===== src/rtl/stevej_pat_scheduler.sv =====
// Watchdog-style pat scheduler: supervised tasks check in over the bus, and a pat
// is issued inside the [PERIOD, DEADLINE) window. Optional STEVEJ_PAT_SCHED_HW_CHECKIN_EN.
module stevej_pat_scheduler #(
  parameter int NUM_TASKS = 8
) (
  input  logic        clk,
  input  logic        rst_n,
  input  logic [7:0]  ui_in,
  output logic [7:0]  uo_out,
  input  logic [5:0]  address,
  input  logic [31:0] data_in,
  input  logic [1:0]  data_write_n,
  input  logic [1:0]  data_read_n,
  output logic [31:0] data_out,
  output logic        data_ready,
  output logic        user_interrupt
);

  typedef enum logic [2:0] {
    S_IDLE      = 3'd0,
    S_WAIT_OPEN = 3'd1,
    S_ARMED     = 3'd2,
    S_PAT       = 3'd3,
    S_FAULT     = 3'd4
  } state_t;

  // Task slots beyond NUM_TASKS are held at zero so the 8-bit views stay clean.
  localparam logic [7:0] TASK_VALID = 8'((9'd1 << NUM_TASKS) - 9'd1);

  localparam logic [5:0] A_CTRL     = 6'h0;
  localparam logic [5:0] A_MASK     = 6'h1;
  localparam logic [5:0] A_CHECKIN  = 6'h2;
  localparam logic [5:0] A_PERIOD   = 6'h3;
  localparam logic [5:0] A_DEADLINE = 6'h4;
  localparam logic [5:0] A_STATUS   = 6'h5;
  localparam logic [5:0] A_PATCNT   = 6'h6;

  state_t      state;
  logic        enable;
  logic [7:0]  task_mask;
  logic [7:0]  flags;
  logic [31:0] period;
  logic [31:0] deadline;
  logic [31:0] counter;
  logic [31:0] pat_count;
  logic        pat;
  logic        armed;
  logic        fault;

  logic        wr;
  logic        wr_ctrl, wr_mask, wr_checkin, wr_period, wr_deadline;
  logic [31:0] cnt_nxt;
  logic [7:0]  checkin_set;
  logic [7:0]  missing;
  logic        all_in;

  assign wr          = (data_write_n != 2'b11);
  assign wr_ctrl     = wr && (address == A_CTRL);
  assign wr_mask     = wr && (address == A_MASK);
  assign wr_checkin  = wr && (address == A_CHECKIN);
  assign wr_period   = wr && (address == A_PERIOD);
  assign wr_deadline = wr && (address == A_DEADLINE);

  // Window decisions look at the value the counter takes this edge, so a state
  // change lands on the same edge the counter reaches the threshold.
  assign cnt_nxt = (counter == 32'hFFFF_FFFF) ? counter : counter + 32'd1;
  assign missing = task_mask & ~flags;
  assign all_in  = (missing == 8'h00);

`ifdef STEVEJ_PAT_SCHED_HW_CHECKIN_EN
  logic [3:0] ui_q;
`endif

  always_comb begin
    checkin_set = 8'h00;
    if (wr_checkin) checkin_set = data_in[7:0] & task_mask;
`ifdef STEVEJ_PAT_SCHED_HW_CHECKIN_EN
    checkin_set = checkin_set | ({ui_in[3:0] & ~ui_q, 4'b0000} & task_mask);
`endif
  end

  always_ff @(posedge clk) begin
    if (!rst_n) begin
      state     <= S_IDLE;
      enable    <= 1'b0;
      task_mask <= 8'h00;
      flags     <= 8'h00;
      period    <= 32'd0;
      deadline  <= 32'd0;
      counter   <= 32'd0;
      pat_count <= 32'd0;
      pat       <= 1'b0;
      armed     <= 1'b0;
      fault     <= 1'b0;
`ifdef STEVEJ_PAT_SCHED_HW_CHECKIN_EN
      ui_q      <= 4'h0;
`endif
    end else begin
`ifdef STEVEJ_PAT_SCHED_HW_CHECKIN_EN
      ui_q <= ui_in[3:0];
`endif
      if (wr_ctrl)                 enable    <= data_in[0];
      if (wr_mask && !enable)      task_mask <= data_in[7:0] & TASK_VALID;
      if (wr_period && !enable)    period    <= data_in;
      if (wr_deadline && !enable)  deadline  <= data_in;

      if (wr_ctrl && !data_in[0]) begin
        state   <= S_IDLE;
        counter <= 32'd0;
        flags   <= 8'h00;
        pat     <= 1'b0;
        armed   <= 1'b0;
        fault   <= 1'b0;
      end else if (wr_ctrl && data_in[1] && state == S_FAULT) begin
        state   <= S_WAIT_OPEN;
        counter <= 32'd0;
        flags   <= 8'h00;
        fault   <= 1'b0;
      end else begin
        case (state)
          S_IDLE: begin
            if (enable) begin
              state   <= S_WAIT_OPEN;
              counter <= 32'd0;
              flags   <= 8'h00;
            end
          end
          S_WAIT_OPEN: begin
            counter <= cnt_nxt;
            flags   <= flags | checkin_set;
            if (cnt_nxt >= deadline) begin
              state <= S_FAULT;
              fault <= 1'b1;
            end else if (cnt_nxt >= period) begin
              state <= S_ARMED;
              armed <= 1'b1;
            end
          end
          S_ARMED: begin
            counter <= cnt_nxt;
            flags   <= flags | checkin_set;
            // Registered flags only: a check-in arriving on the deadline edge is late.
            if (all_in) begin
              state     <= S_PAT;
              armed     <= 1'b0;
              pat       <= 1'b1;
              pat_count <= pat_count + 32'd1;
            end else if (cnt_nxt >= deadline) begin
              state <= S_FAULT;
              armed <= 1'b0;
              fault <= 1'b1;
            end
          end
          S_PAT: begin
            state   <= S_WAIT_OPEN;
            pat     <= 1'b0;
            counter <= 32'd0;
            flags   <= 8'h00;
          end
          S_FAULT: begin
          end
          default: begin
            state   <= S_IDLE;
            counter <= 32'd0;
            flags   <= 8'h00;
            pat     <= 1'b0;
            armed   <= 1'b0;
            fault   <= 1'b0;
          end
        endcase
      end
    end
  end

  always_comb begin
    data_out = 32'd0;
    case (address)
      A_CTRL:     data_out = {31'd0, enable};
      A_MASK:     data_out = {24'd0, task_mask};
      A_CHECKIN:  data_out = {24'd0, flags};
      A_PERIOD:   data_out = period;
      A_DEADLINE: data_out = deadline;
      A_STATUS:   data_out = {21'd0, state, missing};
      A_PATCNT:   data_out = pat_count;
      default:    data_out = 32'd0;
    endcase
  end

  assign uo_out         = {3'b000, enable, armed, fault, pat, 1'b0};
  assign data_ready     = 1'b1;
  assign user_interrupt = fault;

  // Read strobe carries no function; ui_in is only consumed by the hardware check-in path.
  logic unused_ok;
  assign unused_ok = &{1'b0, data_read_n, ui_in};

endmodule


===== config.mk =====
export PLATFORM = sky130hd
export DESIGN_NAME = stevej_pat_scheduler
export DESIGN_NICKNAME = d
export VERILOG_FILES = /design/src/rtl/stevej_pat_scheduler.sv
export SDC_FILE = /design/constraint.sdc
export NUM_CORES = 1
export LEC_CHECK = 0
export ABC_AREA = 0
export CELL_PAD_IN_SITES_DETAIL_PLACEMENT = 0
export CELL_PAD_IN_SITES_GLOBAL_PLACEMENT = 1
export CORE_ASPECT_RATIO = 1.25
export CORE_MARGIN = 2
export CORE_UTILIZATION = 30
export DETAILED_ROUTE_END_ITERATION = 10
export HOLD_SLACK_MARGIN = 0.05
export PLACE_DENSITY = 0.66
export SYNTH_ARGS = -nofsm -noshare
export SYNTH_HDL_FRONTEND = slang
export SYNTH_SLANG_ARGS = --single-unit

===== constraint.sdc =====
create_clock -name clk -period 6.81 [get_ports clk]
set_clock_uncertainty 0.15 [all_clocks]
set_input_delay 0.681 -clock clk [delete_from_list [all_inputs] [get_ports clk]]
set_output_delay 0.681 -clock clk [all_outputs]
set_load 0.05 [all_outputs]

==> metrics.yaml <==
setup_path:
  cp_slowest_cell: "sky130_fd_sc_hd__and4b_1"
  cpMostUsedCell: "sky130_fd_sc_hd__clkdlybuf4s50_1"
  cpPeakStageDelay_ns: 1.06
  critPathCaptureType: "primary output"
  critical_path_required_ns: 5.98
  reg2reg_from: "counter[0]$_SDFFE_PP0P_"
  critPathLaunch: "address[5]"
  setup.worst_path.start_class: "input pin"
  critPathKind: "input pin to primary output"
  path_cells: "clkdlybuf4s50_1, nor3_1, and4b_1, buf_4, a22oi_1, nand3_1, clkdlybuf4s50_1"
  timing.critical_path.arrival_ns: 4.17
  cp_max_fo: 23
sta:
  finalSetupViolations: 0
  holdWs_ns: 0.333
  final.period_utilization: 0.734
  final_worst_slack_ns: 1.81
  timing_worst_slew_pin_value_ns: 1.22
  slew_headroom: 0.185
  min_cycle_time_layout_ns: 5.00
  finalHoldViolCount: 0
  maxSlewViolCount: 0
  setup_total_negative_slack_ns: 0
  grt_setup_unrepaired: "false"
  fmaxAchievable_ghz: 0.200
grt:
  first_pass_grt_wire_length_um: 44700
  grt_use_total: 0.176
  grt_overflow_total: 0
  grt_antenna_before_repair: 0
  grt_max_degree: 107
  grt_pass1_vias: 8097
finish:
  layout-drive-gt1-share: 0.0546
  nFillCells: 3207
  seqCellArea_um2: 3020
  multiInputGateArea_um2: 5540
  antenna_cells: 0
  mostFrequentLayoutCells: "sky130_fd_sc_hd__nand2_1, sky130_fd_sc_hd__dfxtp_1, sky130_fd_sc_hd__inv_1"
  final_common_cell: "sky130_fd_sc_hd__nand2_1"
  finalNetCount: 1332
  post_synthesis_to_final_layout_area_growth_pct: 17.8
run:
  timing.max_cap.violations: 0
yosys:
  mappedNetlistArea_um2: 9250
  ys.warnings.count: 0
  synthDistinctLibCells: 64
  synth_sequential_area_ratio: 0.327
  netlist_instances: 1170
  ys_ff_latch: 151
  asyncSetResetFlopFracSynth: 0
  synth-edff-count: 0
  synth_top_flop_cell: "sky130_fd_sc_hd__dfxtp_1"
  synth.avg_cell_area_um2: 7.91
die:
  fp.dieH_um: 200
  floorplan.initialDensity: 0.306
  core_region_area_um2: 30200
  ios: 94
  die_area_um2: 32300
  die_w_um: 161
  floorplan.rows: 71
power_and_ir_drop:
  power-per-cell-area_nw_per_um2: 179
  worst_ir_drop_vdd_mv: 0.142
  report.power.total_mw: 1.95
  total_leakage_power_nw: 4.06
clock_network:
  clock-root-buffer: "sky130_fd_sc_hd__clkbuf_16"
  post_cts_setup_bufs: 0
  postCtsHoldBufs: 0
  cts_tree: "done"
  numCtsBuffers: 17
  clock_sinks: 151
  cts_resized: 0
  cts_buffer_depth: 2
  clock_latency_reported_for_the_late_side_of_the_worst_skew_pair_ns: 0.43
  cts.clk_slew.worst_paths_ns: 0.06
  cts_max_level: 4
detailed_routing:
  remaining_drc_errors: 0
  num_vias: 8176
  drt-initial-drc-count: 594
  avgViaCountPerCell: 5.02
  wl_per_cell_um: 17.3
  routed_wire_length_um: 28100
  ant_nets: 0
  drt_first_pass_iters: 5
hold_path:
  min-delay-start: "period[2]$_SDFFE_PN0P_"
  hold_class: "register to register"
place:
  place.port_buffers: 78
  dp_hpwl_um: 20400
  pre_cts_slack_ns: 1.86
  place_congestion: 0.794
outcome:
  run_status: "finished clean"
-- registers in the layout, summed over array words and instances (netlist names) --
| name | cells |
|---|---|
| counter | 32 |
| deadline | 32 |
| pat_count | 32 |
| period | 32 |
| flags | 8 |
| task_mask | 8 |
| state | 3 |
| armed | 1 |
| enable | 1 |
| pat | 1 |
| user_interrupt | 1 |
-- worst paths after layout --
check,slack (ns),depth (start not counted),endpoint
worst min-delay path,0.33,2,period[2]$_SDFFE_PN0P_
worst max register to register,1.91,14,user_interrupt$_SDFFE_PP0P_
worst min register to register,0.33,2,period[2]$_SDFFE_PN0P_
worst max-delay path,1.81,7,data_out[3]
-- logic make-up (layout without fill, tap and decap cells) --
group	Yosys count	in the layout	synth area share
muxes	9	9	0.00987
adders and majority gates	66	66	0.0892
DFF	151	151	0.327
AOI/OAI and AO/OA	283	283	0.214
other	2	5	0.000812
buffers and inverters	171	225	0.0761
and+or+nand+nor	433	433	0.231
xor gates and xnor gates	55	55	0.0521
-- layer usage --
layer / vias to the layer above / share of wire / routed length, µm / global-route usage
met2: 130 / 0.47 / 13200 / 0.288
met1: 3850 / 0.48 / 13500 / 0.237
met4: 0 / 0.023 / 633 / 0.0593
li1: 4165 / - / - / -
met3: 31 / 0.025 / 706 / 0.0246
met5: - / 0 / 0 / 0
-- per-stage QoR --
step,area [µm²],util,instances
after global routing,10900,0.361,1628
after detailed placement,10300,0.341,1596
after CTS,10900,0.361,1628
final,10900,0.361,1628
after global placement,10300,0.341,1596
after floorplan,9260,-,1173
-- power by group --
group | total (mW) | internal [mW] | switching [mW]
Combinational | 0.101 | 0.0416 | 0.0594
Clock | 0.961 | 0.554 | 0.408
Sequential | 0.890 | 0.886 | 0.00329
Total | 1.95 | 1.48 | 0.470
-- cells in the mapped netlist (all sizes together), types with 7 or more instances --
cell / instances / area (µm²)
or3: 10 / 62.6
and2: 30 / 189
mux2i: 8 / 80.1
o21ai: 58 / 290
nand2b: 16 / 100
buf: 25 / 156
a222oi: 21 / 210
o31ai: 11 / 82.6
nor4: 8 / 62.6
a31oi: 19 / 119
xor2: 20 / 175
xnor2: 35 / 307
nand4: 25 / 169
nand3: 36 / 193
nand2: 203 / 762
a21oi: 38 / 190
nor2b: 12 / 75.1
nor2: 43 / 180
clkbuf: 40 / 150
dfxtp: 151 / 3020
a21boi: 71 / 533
a21o: 7 / 52.6
and3: 15 / 104
a22oi: 16 / 120
ha: 66 / 826
or2: 7 / 43.8
nor3: 18 / 100
inv: 106 / 398
o211ai: 7 / 52.6
-- final cells by class --
cell class                 count  share of cell area
clock inverter                13              0.0135
tap                          401              0.0460
timing repair buffer          87              0.0774
multi-input combinational    851               0.508
clock buffer                  19              0.0406
sequential                   151               0.277
inverter                     106              0.0365
-- worst max-delay path, delay by kind of cell --
family	cells	cell delay (ns)
AO/OA/AOI/OAI	1	0.11
buffers and inverters	3	1.55
AND/OR/NAND/NOR	3	1.82
Power figures use the tool's default switching activity.
==> RTL edit 1: new RTL, same flow settings <==
Build with the macro `STEVEJ_PAT_SCHED_HW_CHECKIN_EN` defined.
--- a/src/rtl/stevej_pat_scheduler.sv
+++ b/src/rtl/stevej_pat_scheduler.sv
@@ -2,2 +2,4 @@
 // is issued inside the [PERIOD, DEADLINE) window. Optional STEVEJ_PAT_SCHED_HW_CHECKIN_EN.
+`define STEVEJ_PAT_SCHED_HW_CHECKIN_EN
+
 module stevej_pat_scheduler #(
Function: no difference found for any inputs over 4 cycles, from zero or initial values and one cycle with rst_n low; that may be too few to reach the edited logic, so the function may still have changed.
==> RTL edit 1 against the unedited design <==
Power grew 3.7%. Largest cell class unchanged. Maximum frequency shrank 3.5%. Global-route usage grew 0.57 points. Area after synthesis grew 5.7%. Clock power grew 2%. Critical path type is now register to register. Sequential cell count grew 4. Combinational power grew 29%. Design area grew 4.5%. Utilization shrank 0.44 points. Routed wire length grew 9.1%. Sequential power grew 2.9%. Via count grew 6.1%. First-iteration DRC count grew 6.2%. Worst setup slack lost 0.18 ns.
==> RTL edit 1: results <==
export IMPL_status="complete, no violations"
export IMPL_multi_input_area_mm2=0.00592
export IMPL_buffer_area_share_pct=7.71
export IMPL_inverters=103
export IMPL_dr_pass1_iters=6
export IMPL_synth_area_leaders="dfxtp_1, nand2_1, ha_1, inv_1, a21boi_1"
export IMPL_r2r_slack_ns=1.63
export IMPL_slowest_stage="or4_4"
export IMPL_synthAdderAreaFrac_pct=8.44
export IMPL_use_met3_pct=2.27
export IMPL_netlist_instances=1215
export IMPL_drt_iter0_drc=631
export IMPL_grt_pass1_vias=8288
export IMPL_die_area_mm2=0.0341
export IMPL_yosys_register_bits=155
export IMPL_worstMarginPinSlew_ns=1.09
export IMPL_r2r_start="counter[25]"
export IMPL_crit_type="register to register"
export IMPL_dr_total_vias=8671
export IMPL_placed_cell_area_mm2=0.0108
export IMPL_synth_cells_most_frequent="nand2_1, dfxtp_1, inv_1, ha_1, nor2_1"
export IMPL_max_stage_delay_ns=0.58
export IMPL_fin_util_pct=35.6
export IMPL_grtUsageTotal_pct=18.2
export IMPL_final_clk_cell_share_pct=5.15
export IMPL_use_met2_pct=31.4
export IMPL_clkbuf_count=21
export IMPL_grt_first_pass_wirelength_mm=47.4
export IMPL_worstPathArrival_ns=5.40
export IMPL_seq_area_frac_synth_pct=31.7
export IMPL_drive_gt1_share_pct=6.41
export IMPL_synth_compound_area_share_pct=21.8
export IMPL_synthXorXnorAreaFrac_pct=3.94
export IMPL_cp_max_fo=11
export IMPL_fmax_ghz=0.193
export IMPL_routabilityCongestion=0.835
export IMPL_multi_input_gates=884
export IMPL_synth_distinct_cells=83
export IMPL_ir_drop_uv=136
export IMPL_p_leak_uw=0.00426
export IMPL_r2r_cells=15
export IMPL_critical_path_endpoint="state[1]"
export IMPL_gr_usage_met1_pct=23.8
export IMPL_grt_max_degree=69
export IMPL_final_nets=1369
export IMPL_dpl_cell_count=1644
export IMPL_io_buffers=82
## RTL edit 1: cell types whose count changed in the layout (fill, tap and decap cells not counted), moves of 9 or more
cell	delta
a21boi_0	-32
a21boi_1	+30
o21ai_0	-25
nand2_1	+24
mux2i_1	+14
o21ai_1	+13
a21oi_1	+10
nor2_1	+10
nand3_1	-9
## RTL edit 1: worst register-to-register path, cell delays in order (launching register included)
cell and delay, ns:
dfxtp_1 0.50, and4_4 0.31, nand4_4 0.15, or4_4 0.58
o21ai_2 0.48, or2_1 0.36, nor2_1 0.09, xor2_1 0.18
ha_1 0.34, nand4_1 0.19, nor4_1 0.43, inv_1 0.08
nor3_1 0.54, nand3_1 0.19, a31oi_1 0.33, mux2i_1 0.22
## RTL edit 1: cells by family (layout without fill, tap and decap cells)
logic type	count (synthesis)	count (layout)
AND/OR/NAND/NOR	460	460
AO/OA/AOI/OAI	286	286
buffers and inverters	179	225
flip-flops	155	155
adder cells (fa/ha/maj)	66	66
XOR/XNOR	44	44
multiplexers	23	23
other	2	5
## RTL edit 1: power breakdown
group          leakage, µW  total, µW  internal, µW  switching [µW]
Clock             0.000281        979           576             403
Sequential         0.00125        916           912            4.41
Combinational      0.00273        130          53.4            76.7
## RTL edit 1: worst min path at each step
stage	startpoint	endpoint	slack, ns	depth (start not counted)
floorplan	pat_count[31]	pat_count[31]	0.30	2
detailed placement	deadline[27]	deadline[27]	0.31	2
CTS	deadline[27]	deadline[27]	0.32	2
finish	period[23]	period[23]	0.32	2
global placement	deadline[18]	deadline[18]	0.31	2
global route	deadline[31]	deadline[31]	0.34	2
## RTL edit 1: per-layer routing
layer,share of wire [%],up-vias
li1,-,4326
met1,46,4174
met2,50,148
met3,2.6,23
met4,1.4,0
met5,0,-
==> RTL edit 2: new RTL, same flow settings <==
Without the edit above. Reset style: asynchronous (`rst_n`), changed in one clocked block.
--- a/src/rtl/stevej_pat_scheduler.sv
+++ b/src/rtl/stevej_pat_scheduler.sv
@@ -81,3 +81,3 @@
 
-  always_ff @(posedge clk) begin
+  always_ff @(posedge clk or negedge rst_n) begin
     if (!rst_n) begin
Behaviour: differs if rst_n is asserted again (counterexample within 4 cycles, from zero or initial values and one cycle with rst_n low); with rst_n held inactive, the same outputs for 4 cycles.
==> RTL edit 2 against the unedited design <==
Critical path type unchanged. Maximum frequency rose by 1.1%. Area after synthesis rose by 1.5%. Design area rose by 3.0%. Routed wire length fell by 4.1%. Sequential cell count did not move. Critical path depth did not move. Die area rose by 1.5%. Worst setup slack improved by 0.056 ns.
Power is not compared: it rests on default switching activity, and its combinational part moved more than twofold at a synthesized area within 25%.
==> RTL edit 2: results <==
export IMPL_status="complete, no violations"
export IMPL_synth_compound_area_share_pct=17.4
export IMPL_drive_gt1_share_pct=6.76
export IMPL_timing_final_ws_setup_ns=1.86
export IMPL_syn_avg_cell_area_um2=9.01
export IMPL_synth_distinct_cells=65
export IMPL_drt_total_wl_mm=27.0
export IMPL_worstPathArrival_ns=4.11
export IMPL_synthAdderAreaFrac_pct=8.79
export IMPL_async_flop_share_pct=100
export IMPL_r2r_end="state[1]"
export IMPL_ir_drop_uv=177
export IMPL_dr_total_vias=7672
export IMPL_placed_cell_area_mm2=0.0105
export IMPL_r2r_start="counter[3]"
export IMPL_n_antenna_cell=0
export IMPL_seq_area_frac_synth_pct=40.2
export IMPL_grt_pass1_vias=7485
export IMPL_min_path_type="primary input to asynchronous set/reset pin"
export IMPL_routabilityCongestion=0.819
export IMPL_wire_per_inst_um=17.8
export IMPL_dp_slack_ns=1.86
export IMPL_drt_iter0_drc=512
export IMPL_grt_first_pass_wirelength_mm=43.1
export IMPL_place_hpwl_mm=19.7
export IMPL_synth_flop_cell="dfrtp_1"
export IMPL_critical_path_endpoint="data_out[26]"
export IMPL_fin_hold_ws_ns=0.126
export IMPL_synth_cells_most_frequent="dfrtp_1, nand2_1, o21ai_0, inv_1, ha_1"
export IMPL_grt_max_degree=85
export IMPL_r2r_slack_ns=2.00
export IMPL_final_nets=1214
export IMPL_cp_max_fo=22
export IMPL_synthXorXnorAreaFrac_pct=5.69
export IMPL_synth_area_leaders="dfrtp_1, ha_1, o21ai_0, nand2_1, mux2i_1"
export IMPL_grtUsageTotal_pct=17.0
export IMPL_synth_area_mux_share_pct=5.06
## RTL edit 2: power by group
part           switching [µW]  internal (µW)  leakage [µW]
registers                89.6            976       0.00176
logic                     473            248       0.00320
clock network             407            739      0.000343
total                     969           1960       0.00530
## RTL edit 2: routing by layer
layer | GRT usage (%) | up-vias | wire, µm
met4 | 4.49 | 0 | 363
met5 | 0 | - | 0
met2 | 28.5 | 112 | 13200
met1 | 23.0 | 3747 | 12800
met3 | 2.26 | 21 | 619
li1 | - | 3792 | -
## RTL edit 2: area by class of cell
class                           instances  area (µm²)  area share (%)
Multi-Input combinational cell        764        5100            45.4
Inverter                               75         282            2.51
Tap cell                              407         509            4.54
Clock buffer                           18         439            3.91
Sequential cell                       151        3780            33.7
Clock inverter                         14         269            2.40
Timing Repair Buffer                   87         845            7.53
## RTL edit 2: worst max-delay path, cell delays in order
cell             delay, ns
clkdlybuf4s50_1       0.43
nor4_1                0.57
and3_1                1.03
buf_4                 0.35
nand2_1               0.06
o21ai_0               0.11
clkdlybuf4s50_1       0.86
